[src/rtl/key_conditioner.sv]
// Per-key conditioner for active-low push buttons: two-flop synchroniser,
// counter debounce, and registered press / release / auto-repeat strobes.
module key_conditioner #(
   parameter int NKEYS        = 2,
   parameter int DEBOUNCE_CYC = 500000,
   parameter int REPEAT_EN    = 1,
   parameter int REPEAT_DLY   = 25000000,
   parameter int REPEAT_PER   = 5000000
) (
   input  logic             clk,
   input  logic             rst,
   input  logic [NKEYS-1:0] key,
   output logic [NKEYS-1:0] pressed,
   output logic [NKEYS-1:0] press,
   output logic [NKEYS-1:0] rel,
   output logic [NKEYS-1:0] rpt
);

   localparam int DW   = $clog2(DEBOUNCE_CYC + 1);
   localparam int RMAX = (REPEAT_DLY > REPEAT_PER) ? REPEAT_DLY : REPEAT_PER;
   localparam int RW   = $clog2(RMAX + 1);

   localparam logic [DW-1:0] DC_LAST  = DW'(DEBOUNCE_CYC - 1);
   localparam logic [RW-1:0] DLY_LAST = RW'(REPEAT_DLY - 1);
   localparam logic [RW-1:0] PER_LAST = RW'(REPEAT_PER - 1);

   localparam logic [1:0] S_IDLE   = 2'd0;
   localparam logic [1:0] S_DELAY  = 2'd1;
   localparam logic [1:0] S_REPEAT = 2'd2;

   for (genvar i = 0; i < NKEYS; i++) begin : g_key
      logic          sync1;
      logic          sync2;
      logic          st;
      logic [DW-1:0] dc;
      logic [1:0]    state;
      logic [RW-1:0] rc;
      logic          press_r;
      logic          rel_r;
      logic          rpt_r;
      logic          held;
      logic          differ;
      logic          accept;
      logic          go_press;
      logic          go_rel;
      logic          rpt_fire;

      // The raw key is active-low; everything past the synchroniser uses 1 = held.
      always_comb begin
         held     = ~sync2;
         differ   = (held != st);
         accept   = differ && (dc == DC_LAST);
         go_press = accept && !st;
         go_rel   = accept && st;
         rpt_fire = 1'b0;
         if ((REPEAT_EN != 0) && !go_rel) begin
            rpt_fire = ((state == S_DELAY)  && (rc == DLY_LAST)) ||
                       ((state == S_REPEAT) && (rc == PER_LAST));
         end
      end

      always_ff @(posedge clk) begin
         if (rst) begin
            sync1   <= 1'b1;
            sync2   <= 1'b1;
            st      <= 1'b0;
            dc      <= '0;
            state   <= S_IDLE;
            rc      <= '0;
            press_r <= 1'b0;
            rel_r   <= 1'b0;
            rpt_r   <= 1'b0;
         end else begin
            sync1   <= key[i];
            sync2   <= sync1;
            press_r <= go_press;
            rel_r   <= go_rel;
            rpt_r   <= rpt_fire;

            if (!differ) begin
               dc <= '0;
            end else if (accept) begin
               dc <= '0;
               st <= ~st;
            end else begin
               dc <= dc + 1'b1;
            end

            // A release wins over a coinciding repeat tick.
            case (state)
               S_IDLE: begin
                  rc <= '0;
                  if (go_press && (REPEAT_EN != 0)) state <= S_DELAY;
               end
               S_DELAY: begin
                  if (go_rel) begin
                     state <= S_IDLE;
                     rc    <= '0;
                  end else if (rc == DLY_LAST) begin
                     state <= S_REPEAT;
                     rc    <= '0;
                  end else begin
                     rc <= rc + 1'b1;
                  end
               end
               S_REPEAT: begin
                  if (go_rel) begin
                     state <= S_IDLE;
                     rc    <= '0;
                  end else if (rc == PER_LAST) begin
                     rc <= '0;
                  end else begin
                     rc <= rc + 1'b1;
                  end
               end
               default: begin
                  state <= S_IDLE;
                  rc    <= '0;
               end
            endcase
         end
      end

      assign pressed[i] = st;
      assign press[i]   = press_r;
      assign rel[i]     = rel_r;
      assign rpt[i]     = rpt_r;
   end

endmodule

[config.mk]
export PLATFORM = sky130hd
export DESIGN_NAME = key_conditioner
export DESIGN_NICKNAME = d
export VERILOG_FILES = /design/src/rtl/key_conditioner.sv
export SDC_FILE = /design/constraint.sdc
export NUM_CORES = 1
export LEC_CHECK = 0
export ABC_AREA = 1
export BUFFER_PORTS_ARGS = -buffer_cell sky130_fd_sc_hd__buf_2
export CAP_MARGIN = 20
export CORE_MARGIN = 2
export CORE_UTILIZATION = 45
export CTS_CLUSTER_DIAMETER = 60
export CTS_CLUSTER_SIZE = 8
export DETAILED_ROUTE_END_ITERATION = 12
export PLACE_DENSITY = 0.66
export SETUP_SLACK_MARGIN = 0.05
export SLEW_MARGIN = 20
export SYNTH_ARGS = -nofsm -noshare
export SYNTH_HDL_FRONTEND = slang
export SYNTH_SLANG_ARGS = --single-unit
[constraint.sdc]
create_clock -name clk -period 2 [get_ports clk]
set_clock_uncertainty 0.15 [all_clocks]
set_input_delay 0.6 -clock clk [delete_from_list [all_inputs] [get_ports clk]]
set_output_delay 0.6 -clock clk [all_outputs]
set_load 0.02 [all_outputs]
==> results of run 1 <==
state kept, by name (all words and copies together) (netlist names):
signal	cells
g_key.rel_r	2
g_key.sync1	2
g_key.press_r	2
g_key.state	4
g_key.rpt_r	2
g_key.st	2
g_key.sync2	2
g_key.rc	50
g_key.dc	38
repair_timing:
item / CTS / global route
buffers inserted: 0 / 3
pin swaps: 0 / 7
gates resized for setup: 3 / 36
gates cloned: 0 / 1
endpoints found under the setup margin: 43 / 56
layer usage:
layer,track usage [%],share of wire [%]
met1,20.7,46
met4,7.15,1.9
met2,29.8,49
met3,4.35,3.7
met5,0,0
layout by cell type, fill, tap and decap left out, types with 10 or more instances in the layout:
cell type,n
dfxtp_1,95
nor3_1,18
xnor2_1,10
clkbuf_16,10
nand3_1,51
nand4_1,22
xor2_1,34
inv_1,86
buf_2,11
nor2_1,139
nand2_1,127
a21oi_1,21
power by group:
group	leakage, nW	total, mW	internal [mW]	switching (mW)
sequential	0.843	2.08	2.07	0.00285
clock	0.156	1.89	1.10	0.789
combinational	1.14	0.0306	0.0119	0.0187
total	2.14	3.99	3.18	0.811
per-stage QoR:
stage          instances  area [µm²]  hold slack [ns]  setup slack (ns)
6_report             893        5970            0.263             0.146
5_1_grt              893        5970            0.280            0.0210
4_1_cts              889        5790            0.264            0.0640
3_5_place_dp         873        5460            0.253            0.0514
3_3_place_gp         873        5460            0.258            0.0748
2_1_floorplan        727        5250            0.239             0.244
cell families (layout without fill, tap and decap cells):
group                      Yosys count  in the layout  synth area share [%]
AOI/OAI and AO/OA                   49             49                  5.48
xor gates and xnor gates            44             44                  7.34
adders and majority gates           10             10                  2.38
buffers and inverters              104            127                  8.51
DFF                                104            104                  39.7
and+or+nand+nor                    416            416                  36.6
synth_stat cells:
| master | count |
|---|---|
| or2_2 | 7 |
| nand3b_1 | 2 |
| a31o_2 | 1 |
| o22ai_1 | 2 |
| buf_2 | 3 |
| nor3b_2 | 2 |
| nor3_2 | 3 |
| nand3_1 | 54 |
| nor2_2 | 9 |
| nor2_4 | 1 |
| o21ai_1 | 1 |
| a32o_1 | 1 |
| ha_1 | 10 |
| o21bai_1 | 5 |
| nor3_1 | 19 |
| nor2_1 | 144 |
| nor3b_1 | 3 |
| nand2_1 | 128 |
| clkbuf_1 | 1 |
| buf_4 | 10 |
| nor3_4 | 1 |
| xnor2_1 | 10 |
| clkinv_1 | 1 |
| nand3_2 | 9 |
| o21ai_0 | 8 |
| xor2_1 | 34 |
| nand2_2 | 6 |
| dfxtp_1 | 104 |
| nand3_4 | 1 |
| nor4_1 | 4 |
| inv_1 | 87 |
| and2_1 | 1 |
| buf_6 | 2 |
| o21a_1 | 5 |
| nand4_1 | 22 |
| a21oi_1 | 21 |
| a31oi_1 | 5 |
how the worst min path moves through the flow:
stage	end	slack, ns	cells past startpoint
floorplan	g_key[0].sync2	0.24	1
global placement	g_key[0].sync2	0.26	1
detailed placement	g_key[0].sync2	0.25	1
CTS	g_key[1].sync1	0.26	2
global route	g_key[0].rc[0]	0.28	1
finish	g_key[0].rc[0]	0.26	1
area by class of cell:
cell class                      instances  area (µm²)
Multi-Input combinational cell        519        2850
Inverter                               88         330
Clock inverter                          7        95.1
Fill cell                            1101        5450
Sequential cell                       104        2100
Tap cell                              143         179
Timing Repair Buffer                   23         200
Clock buffer                            9         225
==> run_results.csv, run 1 <==
group,metric,value,unit
finish,drive_gt1_share,13.7,%
critical_path,rrSetupSlack,0.15,ns
detailed_routing,ant_nets,0,
clocking,cts.path.max_buffers,2,
timing,worst_slew_pin_slew,0.445,ns
placed_design,hpwl,7540,µm
power_and_ir_drop,powerDensity,669,nW/µm²
detailed_routing,drtIter0Drc,235,
detailed_routing,post-route-drc-count,0,
finish,fin_nets,759,
timing,finalCriticalPeriod,1.85,ns
detailed_routing,routedWlPerCell,11.8,µm
global_routing,grt_util_all_layers,17.3,%
timing,rsz0062_at_grt,"yes",
die,dieArea,12500,µm²
clocking,cts_buffers,9,
outcome,outcome,"complete, no violations",
clocking,clock_sinks,104,
critical_path,crit_start,"g_key[0].rc[0]",
worst_hold_path,hold_path.class,"flop to flop",
timing,fin_setup_tns,0,ns
synthesis,ys_seq_area_share,39.7,%
synthesis,synth_area_per_cell,7.22,µm²
detailed_routing,vias,4475,
flow_run,max_cap_violations,0,
detailed_routing,routed_wl,10500,µm
critical_path,r2r_cells,11,
worst_hold_path,min_from,"g_key[0].rc[0]",
die,dieWidth,112,µm
power_and_ir_drop,finalPower,3.99,mW
synthesis,synth-seq-cells,104,
die,io_pins,12,
critical_path,critical_path_class,"flop to flop",
power_and_ir_drop,p_leak,2.14,nW
global_routing,grt_pass1_vias,4299,
synthesis,syn-num-nets,741,
critical_path,path_cells,"ha_2, nand3_2, nor2_4, nand3_2, nor2_1, nand2_1, nand3_1, nand2_2, nand2_4, clkbuf_16, nor2_1",
global_routing,grt_pass1_wl,18100,µm
critical_path,crit_cells,11,
synthesis,yosys.area.top_type,"dfxtp_1",
synthesis,ys_warn_count,0,
clocking,hold_buffers,0,
timing,finalSetupViolCount,0,
finish,syn2layout_area_growth,13.8,%
timing,slew_headroom,70.2,%
critical_path,worst-path-buf-inv,1,
detailed_routing,via_per_inst,5.01,
timing,finalHoldViolations,0,
synthesis,yosysTopAreaCellShare,39.7,%
critical_path,crit_slowest_cell,"dfxtp_2",
clocking,insertion_delay,0.35,ns
clocking,htreeDepth,3,
timing,period_share,92.7,%
critical_path,max_stage_delay,0.34,ns
timing,clock.fmax,539,MHz
critical_path,required,2.10,ns
synthesis,ys_types,37,
critical_path,worst_r2r_startpoint,"g_key[0].rc[0]",
critical_path,critPathArrivalTime,1.95,ns
critical_path,crit_end,"g_key[0].rc[20]",
placed_design,port_buffers,11,
die,die_h,112,µm
critical_path,path_max_fanout,10,
die,placementRows,39,
global_routing,antenna_found_initial,0,
critical_path,end_kind,"flop",
global_routing,grt_max_degree,23,
synthesis,synth_area_leaders,"dfxtp_1 (40%), nor2_1 (10%), nand2_1 (9.2%), inv_1 (6.2%), xor2_1 (5.7%)",
critical_path,reg2reg_to,"g_key[0].rc[20]",
critical_path,start_kind,"flop",
clocking,tritoncts,"built",
die,core_area,11400,µm²
timing,final_max_slew_viol_count,0,
global_routing,grt_remaining_overflow,0,
critical_path,cpLargestDelayFamily,"simple AND/OR/NAND/NOR gates",
finish,antenna_cells,0,
die,start_util,46.0,%
power_and_ir_drop,irDropWorstVdd,0.776,mV
clocking,cts_root_buf,"clkbuf_16",
detailed_routing,firstDrtPassIters,5,
synthesis,syn_area,5250,µm²
clocking,clk_pin_slew,0.07,ns
synthesis,synthCells,727,
finish,fin_util,52.3,%
placed_design,gp_congestion,0.922,
Note: power is estimated with default switching activity, not from simulation.
==> inputs of run 2 (changes only) <==
--- a/config.mk
+++ b/config.mk
@@ -5,15 +5,16 @@
 export SDC_FILE = /design/constraint.sdc
 export NUM_CORES = 1
 export LEC_CHECK = 0
-export ABC_AREA = 1
 export BUFFER_PORTS_ARGS = -buffer_cell sky130_fd_sc_hd__buf_2
 export CAP_MARGIN = 20
+export CELL_PAD_IN_SITES_DETAIL_PLACEMENT = 0
+export CELL_PAD_IN_SITES_GLOBAL_PLACEMENT = 1
 export CORE_MARGIN = 2
-export CORE_UTILIZATION = 45
+export CORE_UTILIZATION = 44
 export CTS_CLUSTER_DIAMETER = 60
 export CTS_CLUSTER_SIZE = 8
 export DETAILED_ROUTE_END_ITERATION = 12
-export PLACE_DENSITY = 0.66
+export PLACE_DENSITY = 0.78
 export SETUP_SLACK_MARGIN = 0.05
 export SLEW_MARGIN = 20
 export SYNTH_ARGS = -nofsm -noshare
==> run_results.csv, run 2 <==
group,metric,value,unit
placed_design,gp_congestion,0.793,
clocking,hold_buffers,0,
flow_run,max_cap_violations,0,
detailed_routing,routedWlPerCell,13.8,µm
synthesis,ys_types,47,
global_routing,grt_pass1_vias,3982,
detailed_routing,via_per_inst,5.19,
critical_path,start_kind,"flop",
global_routing,grt_remaining_overflow,0,
timing,final_max_slew_viol_count,0,
die,io_pins,12,
synthesis,syn_area,4820,µm²
detailed_routing,wl_met1,4830,µm
clocking,insertion_delay,0.37,ns
finish,top_register,"g_key.rc",
timing,worst_slew_pin_slew,0.457,ns
power_and_ir_drop,p_leak,2.04,nW
critical_path,crit_slowest_cell,"dfxtp_2",
finish,syn2layout_area_growth,30.6,%
global_routing,grt_pass1_wl,18200,µm
critical_path,cpLargestDelayFamily,"compound AO/OA/AOI/OAI gates",
clocking,cts_root_buf,"clkbuf_8",
power_and_ir_drop,powerDensity,598,nW/µm²
detailed_routing,dr_wl_met2,5470,µm
critical_path,required,2.11,ns
synthesis,yosysTopAreaCellShare,43.2,%
global_routing,grt_max_degree,21,
detailed_routing,post-route-drc-count,0,
synthesis,synth_most_common_cell,"nor2_1",
outcome,outcome,"finished, violations left",
clocking,cts_buffers,9,
clocking,clock_sinks,104,
synthesis,synth-seq-cells,104,
detailed_routing,wl_met3,272,µm
critical_path,path_cells,"ha_4, and4_4, nand4_1, o31ai_1, a2111o_1, buf_6, buf_12, nor2_4",
finish,antenna_cells,0,
power_and_ir_drop,irDropWorstVdd,0.492,mV
critical_path,critical_path_class,"flop to flop",
die,dieWidth,109,µm
synthesis,ys_warn_count,0,
timing,finalHoldViolations,0,
critical_path,end_kind,"flop",
timing,fin_ws,-0.0280,ns
placed_design,port_buffers,11,
critical_path,path_max_fanout,7,
worst_hold_path,hold_path.class,"input pin to flop",
outcome,failed_checks,"negative setup slack",
clocking,tritoncts,"built",
timing,finalSetupViolCount,13,
placed_design,hpwl,6890,µm
finish,largestRegisters,"g_key.rc x50, g_key.dc x38, g_key.state x4",
critical_path,max_stage_delay,0.36,ns
timing,finalCriticalPeriod,2.03,ns
finish,drive_gt1_share,30.7,%
synthesis,synthFlopType,"dfxtp_1",
detailed_routing,vias,4056,
finish,largest_reg_flops,50,
detailed_routing,top_layer,"met4",
synthesis,synth_area_per_cell,8.79,µm²
synthesis,ys_seq_area_share,43.2,%
detailed_routing,routed_wl,10800,µm
finish,fin_util,58.6,%
timing,clock.fmax,493,MHz
timing,period_share,101,%
global_routing,grt_util_all_layers,19.2,%
finish,layout_common_cells,"dfxtp_1 (92), nor2_1 (86), buf_4 (71)",
finish,fin_nets,650,
finish,final_common_cell,"dfxtp_1",
synthesis,synthCells,549,
die,core_area,10700,µm²
placed_design,postPlaceCellArea,5430,µm²
detailed_routing,firstDrtPassIters,4,
die,start_util,44.9,%
die,dieArea,11800,µm²
critical_path,critPathArrivalTime,2.14,ns
synthesis,synth_common_cells,"nor2_1 (115), dfxtp_1 (104), xnor2_1 (44)",
synthesis,synthArstFlopShare,0,%
timing,rsz0062_at_grt,"yes",
detailed_routing,drtIter0Drc,181,
die,die_h,109,µm
clocking,htreeDepth,3,
clocking,clk_pin_slew,0.09,ns
critical_path,worst-path-buf-inv,2,
detailed_routing,ant_nets,0,
synthesis,synth_area_leaders,"dfxtp_1 (43%), nor2_1 (8.9%), xnor2_1 (8.0%), xor2_1 (6.5%), nand4_1 (4.2%)",
timing,slew_headroom,69.5,%
synthesis,syn-num-nets,563,
synthesis,yosys.area.top_type,"dfxtp_1",
finish,final_cell_area,6300,µm²
die,placementRows,38,
finish,fill_cells,953,
synthesis,synth_enable_flop_cells,0,
clocking,cts.path.max_buffers,2,
global_routing,antenna_found_initial,0,
-- run 2: cell count changes in the layout (fill, tap and decap cells not counted), sizes merged, moves of 17 or more --
cell / change
nor2: -39
buf: +67
nand2: -100
a21oi: -17
nand3: -37
xnor2: +34
inv: -65
-- run 2: through the flow --
step                power [mW]  TNS (ns)  hold WS, ns  cells  setup WS [ns]
floorplan                 2.25         0        0.239    549         0.0475
global placement          2.28     -1.29        0.244    744        -0.0553
detailed placement        2.28     -4.07        0.246    744         -0.163
CTS                       3.78         0        0.232    769         0.0435
global route              3.92     -2.48        0.237    781         -0.108
finish                    3.76    -0.166        0.253    781        -0.0280
-- run 2: kinds of logic (layout without fill, tap and decap cells) --
| family | count (synthesis) | count (layout) | synth area share, % |
|---|---|---|---|
| xor+xnor | 80 | 80 | 14.5 |
| buf+inv | 38 | 127 | 4.18 |
| flops | 104 | 104 | 43.2 |
| simple gates | 292 | 292 | 31.2 |
| fa+ha+maj | 10 | 10 | 2.59 |
| compound gates | 25 | 28 | 4.38 |
-- run 2: worst paths after layout --
check                           slack, ns        endpoint  cells past startpoint      startpoint
worst min-delay path                 0.25  g_key[0].sync1                      2          key[0]
worst max register to register      -0.03  g_key[0].rc[6]                      8  g_key[0].rc[0]
worst min register to register       0.27  g_key[1].sync2                      1  g_key[1].sync1
worst max-delay path                -0.03  g_key[0].rc[6]                      8  g_key[0].rc[0]
-- run 2: what timing repair did --
action / CTS / global route
endpoints found under the setup margin: 54 / 73
buffers inserted: 4 / 11
pin swaps: 17 / 61
resized for setup: 31 / 74
gates cloned: 5 / 1
-- run 2: layout make-up --
| class | count | area [µm²] | area share, % |
|---|---|---|---|
| Timing Repair Buffer | 90 | 733 | 11.6 |
| Clock buffer | 10 | 138 | 2.19 |
| Clock inverter | 6 | 90.1 | 1.43 |
| Tap cell | 140 | 175 | 2.78 |
| Inverter | 21 | 78.8 | 1.25 |
| Multi-Input combinational cell | 410 | 2990 | 47.4 |
| Sequential cell | 104 | 2100 | 33.3 |
-- run 2: power breakdown --
group	internal, mW	total, mW	switching (mW)
Clock	0.746	1.48	0.731
Combinational	0.0788	0.191	0.113
Sequential	2.08	2.10	0.0118
Total	2.91	3.76	0.855
-- run 2: metal layers --
| layer | vias to the layer above | global-route usage, % |
|---|---|---|
| li1 | 2082 | - |
| met1 | 1915 | 22.7 |
| met5 | - | 0 |
| met3 | 12 | 4.36 |
| met2 | 47 | 34.1 |
| met4 | 0 | 6.87 |
==> inputs of run 3 (changes only) <==
--- a/config.mk
+++ b/config.mk
@@ -10,11 +10,11 @@
 export CELL_PAD_IN_SITES_DETAIL_PLACEMENT = 0
 export CELL_PAD_IN_SITES_GLOBAL_PLACEMENT = 1
 export CORE_MARGIN = 2
-export CORE_UTILIZATION = 44
+export CORE_UTILIZATION = 47
 export CTS_CLUSTER_DIAMETER = 60
 export CTS_CLUSTER_SIZE = 8
 export DETAILED_ROUTE_END_ITERATION = 12
-export PLACE_DENSITY = 0.78
+export PLACE_DENSITY = 0.83
 export SETUP_SLACK_MARGIN = 0.05
 export SLEW_MARGIN = 20
 export SYNTH_ARGS = -nofsm -noshare
==> run_results.csv, run 3 (same netlist as run 2, synthesis figures left out) <==
group,metric,value,unit
finish,fill_cells,812,
timing,final_max_slew_viol_count,0,
finish,multi_input_area,2890,µm²
timing,period_share,104,%
detailed_routing,via_per_inst,5.35,
detailed_routing,routed_wl,10700,µm
timing,hold_ws,0.245,ns
die,die_h,105,µm
detailed_routing,post-route-drc-count,0,
placed_design,hpwl,6970,µm
finish,antenna_cells,0,
flow_run,max_cap_violations,0,
critical_path,start_kind,"flop",
timing,worst_slew_pin_slew,0.420,ns
finish,seqCellArea,2090,µm²
finish,fin_nets,647,
timing,finalHoldViolations,0,
clocking,clock_sinks,104,
finish,drive_gt1_share,28.2,%
finish,layout_common_cells,"dfxtp_1 (95), nor2_1 (91), buf_4 (69)",
clocking,hold_buffers,0,
power_and_ir_drop,p_leak,2.03,nW
timing,slew_headroom,72.0,%
timing,rsz0062_at_grt,"yes",
finish,syn2layout_area_growth,28.5,%
detailed_routing,routedWlPerCell,13.9,µm
critical_path,path_cells,"nor4b_4, buf_4, nand4_1, o31ai_2, a2111o_1, buf_12, clkbuf_16, nor2_1",
finish,top_register,"g_key.rc",
critical_path,max_stage_delay,0.35,ns
die,dieWidth,105,µm
critical_path,critPathArrivalTime,2.21,ns
power_and_ir_drop,finalPower,3.97,mW
die,start_util,48.9,%
detailed_routing,drtIter0Drc,134,
timing,finalCriticalPeriod,2.07,ns
global_routing,grt_pass1_vias,3874,
global_routing,grt_max_degree,26,
critical_path,end_kind,"flop",
critical_path,required,2.14,ns
critical_path,cpLargestDelayFamily,"simple AND/OR/NAND/NOR gates",
detailed_routing,vias,4121,
finish,fin_util,62.8,%
timing,fin_setup_tns,-1.50,ns
placed_design,port_buffers,11,
timing,clock.fmax,482,MHz
die,core_area,9860,µm²
die,placementRows,36,
placed_design,gp_congestion,0.834,
clocking,htreeDepth,3,
global_routing,antenna_found_initial,0,
power_and_ir_drop,irDropWorstVdd,0.737,mV
clocking,cts_root_buf,"clkbuf_8",
detailed_routing,ant_nets,0,
detailed_routing,firstDrtPassIters,4,
timing,finalSetupViolCount,26,
finish,largest_reg_flops,50,
global_routing,grt_pass1_wl,17400,µm
clocking,cts.path.max_buffers,2,
clocking,clk_pin_slew,0.10,ns
finish,largestRegisters,"g_key.rc x50, g_key.dc x38, g_key.state x4",
global_routing,grt_remaining_overflow,0,
outcome,failed_checks,"negative setup slack",
timing,fin_ws,-0.0731,ns
clocking,cts_buffers,9,
global_routing,grt_util_all_layers,19.2,%
die,io_pins,12,
outcome,outcome,"finished, violations left",
die,dieArea,11100,µm²
power_and_ir_drop,powerDensity,640,nW/µm²
critical_path,path_max_fanout,12,
critical_path,crit_slowest_cell,"dfxtp_2",
clocking,insertion_delay,0.38,ns
clocking,tritoncts,"built",
finish,final_common_cell,"dfxtp_1",
critical_path,worst-path-buf-inv,3,
critical_path,critical_path_class,"flop to flop",
worst_hold_path,hold_path.class,"input pin to flop",
[run 3: cell types whose count changed in the layout (fill, tap and decap cells not counted), sizes merged]
cell,delta
clkinv,+1
buf,-4
inv,-1
bufinv,+2
clkinvlp,-1
[run 3: final timing paths]
check | cells after the start | slack [ns] | to | startpoint
max | 8 | -0.07 | g_key[0].rc[13] | g_key[0].rc[15]
min | 2 | 0.24 | g_key[1].sync1 | key[1]
max reg2reg | 8 | -0.07 | g_key[0].rc[13] | g_key[0].rc[15]
min reg2reg | 1 | 0.28 | g_key[0].sync2 | g_key[0].sync1
[run 3: power by group]
group	switching, mW	internal [mW]	leakage, nW	total, mW
Combinational	0.105	0.0724	1.06	0.178
Sequential	0.0119	2.08	0.843	2.10
Clock	0.733	0.961	0.134	1.69
[run 3: what timing repair did]
item                                    in CTS  in global routing
resized for setup                           15                 62
endpoints found under the setup margin      54                 75
gates cloned                                 3                  2
pin swaps                                   11                 45
endpoints found under the hold margin        0                  0
buffers inserted                             2                 12
[run 3: layer usage]
layer  part of all wire [%]  global-route usage (%)  vias to the layer above
met2                     51                    33.0                       56
met4                    1.7                    5.71                        0
met3                    3.0                    5.19                       11
met5                      0                       0                        -
li1                       -                       -                     2088
met1                     44                    23.5                     1966
[run 3: final cells by class]
class	instances	share of cell area (%)
clock inverter	7	2.30
inverter	21	1.27
tap	133	2.68
timing repair buffer	87	11.4
clock buffer	9	2.00
multi-input combinational	410	46.6
sequential	104	33.8
[run 3: per-stage QoR]
step	std cells	setup slack (ns)	instance area, µm²
CTS	757	-0.0338	5800
global placement	736	-0.105	5420
global route	771	-0.155	6200
finish	771	-0.0731	6200
floorplan	549	0.0475	4850
detailed placement	736	-0.137	5420
